<file path="config.mk">
export PLATFORM = sky130hd
export DESIGN_NAME = atomic_unit
export DESIGN_NICKNAME = d
export VERILOG_FILES = /design/src/rtl/atomic_unit.sv
export SDC_FILE = /design/constraint.sdc
export NUM_CORES = 1
export LEC_CHECK = 0
export CORE_MARGIN = 1
export CORE_UTILIZATION = 40
export DETAILED_ROUTE_END_ITERATION = 16
export PLACE_DENSITY = 0.66
export SLEW_MARGIN = 25
export SYNTH_ARGS = -nofsm -noshare
export SYNTH_HDL_FRONTEND = slang
export SYNTH_SLANG_ARGS = --single-unit
</file>
<file path="constraint.sdc">
create_clock -name clk -period 3.89 [get_ports clk]
set_input_delay 0.9725 -clock clk [delete_from_list [all_inputs] [get_ports clk]]
set_output_delay 0.9725 -clock clk [all_outputs]
set_load 0.01 [all_outputs]
</file>
<file path="src/rtl/atomic_unit.sv">
// RV32A atomic execution engine in the MEM stage: LR.W, SC.W and AMO*.W as a
// read-modify-write over a req/ack memory port, plus the single-hart LR/SC reservation.
module atomic_unit #(
  parameter int ADDR_WIDTH = 32,
  parameter int XLEN       = 32
) (
  input  logic                  clk,
  input  logic                  reset_n,
  input  logic                  is_atomic_mem,
  input  logic [4:0]            amo_fun5_mem,
  input  logic [ADDR_WIDTH-1:0] addr_mem,
  input  logic [XLEN-1:0]       rs2_data_mem,
  input  logic                  store_mem,
  input  logic                  mem_advance,
  input  logic                  trap,
  output logic                  atomic_unit_stall,
  output logic                  amo_req,
  output logic                  amo_we,
  output logic [ADDR_WIDTH-1:0] amo_addr,
  output logic [XLEN-1:0]       amo_wdata,
  input  logic                  amo_ack,
  input  logic [XLEN-1:0]       amo_rdata,
  output logic [XLEN-1:0]       amo_result,
  output logic                  amo_misaligned
);

  typedef enum logic [1:0] {IDLE, READ, WRITE, DONE} state_t;

  localparam logic [4:0] F_LR   = 5'b00010;
  localparam logic [4:0] F_SC   = 5'b00011;
  localparam logic [4:0] F_ADD  = 5'b00000;
  localparam logic [4:0] F_XOR  = 5'b00100;
  localparam logic [4:0] F_AND  = 5'b01100;
  localparam logic [4:0] F_OR   = 5'b01000;
  localparam logic [4:0] F_MIN  = 5'b10000;
  localparam logic [4:0] F_MAX  = 5'b10100;
  localparam logic [4:0] F_MINU = 5'b11000;
  localparam logic [4:0] F_MAXU = 5'b11100;

  state_t                state, state_nxt;
  logic                  resv_vld, resv_set, resv_clr;
  logic [ADDR_WIDTH-3:0] resv_addr;
  logic [ADDR_WIDTH-3:0] word;
  logic [XLEN-1:0]       result_nxt, wdata_nxt, alu;
  logic                  is_lr, is_sc, resv_hit;

  assign word     = addr_mem[ADDR_WIDTH-1:2];
  assign is_lr    = (amo_fun5_mem == F_LR);
  assign is_sc    = (amo_fun5_mem == F_SC);
  assign resv_hit = resv_vld && (resv_addr == word);

  assign amo_misaligned    = is_atomic_mem && (addr_mem[1:0] != 2'b00) && (state == IDLE);
  assign atomic_unit_stall = is_atomic_mem && !amo_misaligned && (state != DONE);
  assign amo_req           = (state == READ) || (state == WRITE);
  assign amo_we            = (state == WRITE);
  assign amo_addr          = {word, 2'b00};

  // Modify step; unknown encodings fall through to swap.
  always_comb begin
    alu = rs2_data_mem;
    case (amo_fun5_mem)
      F_ADD:   alu = amo_rdata + rs2_data_mem;
      F_XOR:   alu = amo_rdata ^ rs2_data_mem;
      F_AND:   alu = amo_rdata & rs2_data_mem;
      F_OR:    alu = amo_rdata | rs2_data_mem;
      F_MIN:   alu = ($signed(amo_rdata) < $signed(rs2_data_mem)) ? amo_rdata : rs2_data_mem;
      F_MAX:   alu = ($signed(amo_rdata) > $signed(rs2_data_mem)) ? amo_rdata : rs2_data_mem;
      F_MINU:  alu = (amo_rdata < rs2_data_mem) ? amo_rdata : rs2_data_mem;
      F_MAXU:  alu = (amo_rdata > rs2_data_mem) ? amo_rdata : rs2_data_mem;
      default: alu = rs2_data_mem;
    endcase
  end

  always_comb begin
    state_nxt  = state;
    result_nxt = amo_result;
    wdata_nxt  = amo_wdata;
    resv_set   = 1'b0;
    resv_clr   = 1'b0;
    case (state)
      IDLE: if (is_atomic_mem && !amo_misaligned) begin
        if (is_sc) begin
          resv_clr = 1'b1;
          if (resv_hit) begin
            state_nxt = WRITE;
            wdata_nxt = rs2_data_mem;
          end else begin
            state_nxt  = DONE;
            result_nxt = {{(XLEN-1){1'b0}}, 1'b1};
          end
        end else begin
          state_nxt = READ;
        end
      end
      READ: if (amo_ack) begin
        result_nxt = amo_rdata;
        if (is_lr) begin
          resv_set  = 1'b1;
          state_nxt = DONE;
        end else begin
          wdata_nxt = alu;
          state_nxt = WRITE;
        end
      end
      WRITE: begin
        resv_clr = 1'b1;
        if (amo_ack) begin
          state_nxt = DONE;
          if (is_sc) result_nxt = '0;
        end
      end
      DONE: if (mem_advance) state_nxt = IDLE;
      default: state_nxt = IDLE;
    endcase
    // Traps and plain stores to the reserved word kill the reservation in any state.
    if (trap) resv_clr = 1'b1;
    if (store_mem && resv_hit) resv_clr = 1'b1;
  end

  always_ff @(posedge clk or negedge reset_n) begin
    if (!reset_n) begin
      state      <= IDLE;
      resv_vld   <= 1'b0;
      resv_addr  <= '0;
      amo_result <= '0;
      amo_wdata  <= '0;
    end else begin
      state      <= state_nxt;
      amo_result <= result_nxt;
      amo_wdata  <= wdata_nxt;
      if (resv_clr)      resv_vld <= 1'b0;
      else if (resv_set) resv_vld <= 1'b1;
      if (resv_set) resv_addr <= word;
    end
  end

endmodule

</file>
Word-level counts from Yosys, hierarchy flattened. Index checks and enable logic that the tools add are counted.

Add/subtract/negate cells: 1. Order comparisons: 4. Equality and inequality tests: 23. Multiplexer cells: 36. Bitwise gates (word level): 3. Reduce and logical (&&, ||, !) cells: 17.

Operators by type and width (number): two-way mux 32 bit (15); one-hot mux 32 bit (8 select lines) (1); one-hot mux 32 bit (3 select lines) (1); greater-than comparator 32 bit (2); < comparator 32 bit (2); one-hot mux 32 bit (2 select lines) (1); adder 32 bit (1); AND 32 bit (1); OR 32 bit (1); bitwise XOR 32 bit (1); equality test 30 bit (1); equality test 5 bit, second input constant (4); inequality test 2 bit, second input constant (7); two-way mux 1 bit (11); equality test 5 x 2 -> 1 bit, second input constant (2); equality test 5 x 4 -> 1 bit, second input constant (2); two-way mux 2 bit (5); one-hot mux 2 bit (4 select lines) (1); AND reduction 7 bit (1); logical AND 1 bit (6); inequality test 2 x 1 -> 1 bit, second input constant (3); AND reduction 6 bit (1); nonzero test 2 bit (3); equality test 5 x 3 -> 1 bit, second input constant (1); other kinds (9) (10).

Register bits: 97. Output and inout port bits: 100. Word-level logic and storage cells: 89.

Logic depth before layout (Yosys ltp).
Word-level depth: 10. Mapped depth: 14. Depth with buffers taken out: 11.

Least setup slack after synthesis. OpenSTA, ideal clock, no wires.

Path type: input-to-reg. Start point: input port rs2_data_mem[27]. End point: register amo_wdata[10]. Setup time: 0.127 ns. Data arrival time: 3.540 ns. Required time: 3.763 ns. Slack: 0.223 ns. Stages: 13. Buffers on the path: 2. Cell sequence: inv_1 -> ha_1 -> buf_6 -> nor4_2 -> nand4_2 -> nor4b_4 -> o31ai_1 -> o22ai_4 -> a22o_2 -> nand3_2 -> buf_2 -> a221oi_1 -> nor2_1.

Cells in the longest elaborated chain, start to end: 6. Elaborated cells on any way between the ends: 12.

Ends and longest elaborated chain: start: declaration (line 12) `input logic [XLEN-1:0] rs2_data_mem,`; greater-than comparator 32 bit, or another cell as far along (line 69) `F_MAXU: alu = (amo_rdata > rs2_data_mem) ? amo_rdata : rs2_data_mem;`; two-way mux 32 bit (on tied branches); one-hot mux 32 bit (8 select lines) * (line 61) `case (amo_fun5_mem)`; two-way mux 32 bit * (line 97) `if (is_lr) begin`; two-way mux 32 bit * (line 95) `READ: if (amo_ack) begin`; one-hot mux 32 bit (2 select lines) * (line 80) `case (state)`; end signal: assignment (line 130) `amo_wdata <= wdata_nxt;`; end: declaration (line 20) `output logic [XLEN-1:0] amo_wdata,`.

Mark *: on every way between the ends. The rest lies on a longest branch, timed or not. The select of a mux whose other input is x is not followed. A chain may end at the register's enable or synchronous reset.

Worst setup path in the final report.
Start point: input port amo_rdata[19]. End point: register amo_wdata[30].

Cells in the longest elaborated chain, start to end: 6. Elaborated cells on any way between the ends: 13.

Ends and longest elaborated chain: start: declaration (line 22) `input logic [XLEN-1:0] amo_rdata,`; greater-than comparator 32 bit, or another cell as far along (line 69); two-way mux 32 bit (on tied branches); one-hot mux 32 bit (8 select lines) * (line 61); two-way mux 32 bit * (line 97); two-way mux 32 bit * (line 95); one-hot mux 32 bit (2 select lines) * (line 80).

Marks and branches as above.

==> summary.md <==
| Metric | Value |
|---|---|
| Outcome | `completed` |
| Synth async-reset ratio | `100%` |
| Sequential share of power | `28.3%` |
| Worst Path Required | `4.14 ns` |
| Initial Utilization | `41.2%` |
| Worst Path Buf+Inv | `5` |
| Placed inst area | `13,200 µm²` |
| Hold Vio Cnt, Final | `0` |
| Routed Antenna Nets | `0` |
| Area contributors post-synth | `dfrtp_1 26%, ha_1 13%, nand2_1 5.8%` |
| Switch Pwr | `2.43 mW` |
| CP cell instances | `clkdlybuf4s50_1 > inv_2 > ha_4 > nor2_1 > o21ai_1 > buf_4 > a21oi_2 > or2_2 > o41ai_4 > or3b_4 > nand3_4 > buf_12 > buf_16 > a221oi_2 > a21oi_1` |
| Max IR drop VDD | `388 µV` |
| Core ar. | `22,800 µm²` |
| DRC Markers | `0` |
| Longest Clk Path Bufs | `2` |
| Latest clock arrival within the worst-skew pair | `0.37 ns` |
| Ant diodes | `0` |
| Post-synth top area share | `25.8%` |
| Final Util | `62.2%` |
| Root buffer cell | `clkbuf_16` |
| Worst slew pin tran | `0.838 ns` |
| Fin crit share | `96.8%` |
| H-tree Lvls | `3` |
| Port-buffer cells | `205` |
| PwrDens | `417 nW/µm²` |
| Gate power share | `56.2%` |
| Finished Cell Area | `14,200 µm²` |
| HPWL Detailed | `26,700 µm` |
| Startpoint type of the worst setup path | `primary input` |
| GRT Overall Usage | `29.1%` |
| Predominant post-synthesis flop cell | `dfrtp_1` |
| Worst hold path depth | `2` |
| Setup TNS | `0 ns` |
| Reg2Reg Launch Point | `resv_addr[7]` |
| Clock Pin Slew Worst Setup and Hold Paths | `0.09 ns` |
| 1st-pass router iterations | `7` |
| Routability cong. | `0.942` |
| Final max-slew violation count | `0` |
| Static power due to leakage | `6.54 nW` |
| Syn Inst Count | `1,155` |
| Cell Area, Synth | `9420 µm²` |
| Top-count cell post-synth | `nand2_1` |
| CP Capture Type | `flip-flop` |
| Switching Share | `41.0%` |
| Setup Skew | `0.0161 ns` |
| Unique cell type count in the Yosys netlist | `88` |
| Sequential area share after synthesis | `25.8%` |
| Drt first-iter violations | `800` |
| EDFF count, synth | `0` |
| CP max FO | `8` |
| Slew headroom | `44.1%` |
| RR Endpoint | `amo_wdata[9]` |
| Vias | `10.2k` |
| Largest area contributor in the netlist | `dfrtp_1` |
| CTS tree | `yes` |
| Max incr delay on CP | `0.52 ns` |
| Chip width | `155 µm` |
| Worst R2R Path Depth | `10` |
| Via density | `5.52` |
| Routed WL | `35,300 µm` |
| Tmin final | `3.76 ns` |
| First-pass GRT wire length | `53,500 µm` |
| Die height | `155 µm` |
| CTS sink count | `97` |
| Final #Nets | `1,733` |
| Vias in the first global route | `9,582` |
| Count of warnings emitted by yosys | `0` |
| CP max-delay cell | `clkdlybuf4s50_1` |
| Classification of the worst setup path | `in -> reg` |
| Synth top cells by count | `145 x nand2_1, 105 x a21oi_1, 101 x ha_1` |
| Clock network fraction of design power | `15.5%` |
| Num CTS Buffers | `9` |
| Worst Hold End | `amo_result[18]` |
| FP Rows | `55` |
| CP delay by family, top | `buffers and inverters` |
| Hold Startpoint | `amo_result[18]` |
| Reg2reg setup slack | `1.24 ns` |
| Layout area overhead | `51.0%` |
| Initial antenna violation count | `0` |
| Num ports | `208` |
| MaxCap Viol Count | `0` |
| Internal Pwr Total | `3.50 mW` |
| Achievable Freq | `0.266 GHz` |
| CP Data Arrival Time | `4.02 ns` |
| Layout cells sized above 1 | `27.6%` |
| Pin count of the biggest net entering global routing | `65` |
| Mean Syn Cell Area | `8.15 µm²` |
| Setup violations, final | `0` |
| Synth Register Bits | `97` |
| Die area | `24,200 µm²` |
| Grt ovf | `0` |
| Wire per inst | `19.2 µm` |
| Hold crit path type | `reg -> reg` |
## how the worst max path moves through the flow
stage | cells past startpoint | startpoint | slack, ns | end
2_1_floorplan | 13 | rs2_data_mem[27] | 0.22 | amo_wdata[10]
3_3_place_gp | 13 | rs2_data_mem[30] | -0.58 | amo_wdata[16]
3_5_place_dp | 13 | rs2_data_mem[30] | -0.65 | amo_wdata[16]
4_1_cts | 15 | rs2_data_mem[15] | 0.003 | amo_wdata[30]
5_1_grt | 15 | amo_rdata[8] | -0.004 | amo_wdata[22]
6_report | 15 | amo_rdata[19] | 0.13 | amo_wdata[30]
## logic make-up (layout without fill, tap and decap cells)
| group | after synthesis | in the layout | share of synthesized area, % |
|---|---|---|---|
| and+or+nand+nor | 326 | 326 | 16.5 |
| other | 1 | 2 | 0.0398 |
| muxes | 37 | 37 | 4.33 |
| buffers and inverters | 182 | 554 | 9.24 |
| AOI/OAI and AO/OA | 361 | 361 | 26.0 |
| xor gates and xnor gates | 49 | 49 | 4.56 |
| DFF | 97 | 97 | 25.8 |
| adders and majority gates | 102 | 102 | 13.6 |
## metrics by stage
step,cells,hold WS (ns),power (mW),setup WS [ns]
finish,1841,0.480,5.93,0.126
CTS,1834,0.487,5.90,0.00268
global placement,1811,0.463,4.84,-0.580
global route,1841,0.522,6.32,-0.00421
detailed placement,1811,0.470,4.89,-0.653
floorplan,1156,0.500,3.21,0.223
## tightest hold or removal path, stage by stage, from the launching register on
cell and delay (ns):
dfrtp_1 0.34, nand2_1 0.05, o21ai_0 0.06
## layout by cell type, fill, tap and decap left out, types with 18 or more instances in the layout
master           netlist  routed
inv_1                 86      50
buf_4                 34     232
nand2_1              145     145
xor2_1                18      18
nor2_1                68      66
a21oi_1              105     101
clkdlybuf4s50_1        0     157
dlymetal6s2s_1         0      23
mux2_2                30      30
dfrtp_1               97      97
ha_4                   0      26
dlygate4sd2_1          0      21
ha_1                 101      73
o21ai_0               88      82
inv_2                  0      36
xnor2_1               31      31
## per-layer routing
layer  global-route usage, %  vias to the layer above  wire (µm)
met3                    3.34                       65       2780
met5                       0                        -          0
met4                    11.3                        0        990
met1                    41.2                     4818      15800
li1                        -                     4836          -
met2                    45.1                      441      15700
## sequential cells by signal, indices dropped and copies added, names as in the netlist
name,count
amo_result,32
amo_wdata,32
resv_addr,30
state,2
resv_vld,1
## layout make-up
cell class	instances	area (µm²)
clock buffer	9	225
tap	313	392
sequential	97	2430
timing repair buffer	452	4090
fill	2049	8630
clock inverter	7	68.8
multi-input combinational	877	6690
inverter	86	323
## timing repair
action                     in CTS  in global routing
hold endpoints to repair        0                  0
gates resized for setup        95                 77
pin swaps                      29                 29
cloned                          1                  0
setup endpoints to repair      30                 32
setup buffers                   6                  7
hold buffers                    0                  0
## power by group through the flow
stage / Clock (mW) / Sequential, mW / Combinational (mW)
2_1_floorplan: 0 / 1.79 / 1.42
3_3_place_gp: 0 / 1.69 / 3.15
3_5_place_dp: 0 / 1.69 / 3.20
4_1_cts: 0.937 / 1.68 / 3.28
5_1_grt: 0.970 / 1.74 / 3.61
6_report: 0.919 / 1.68 / 3.33
Note: power is estimated with default switching activity, not from simulation.
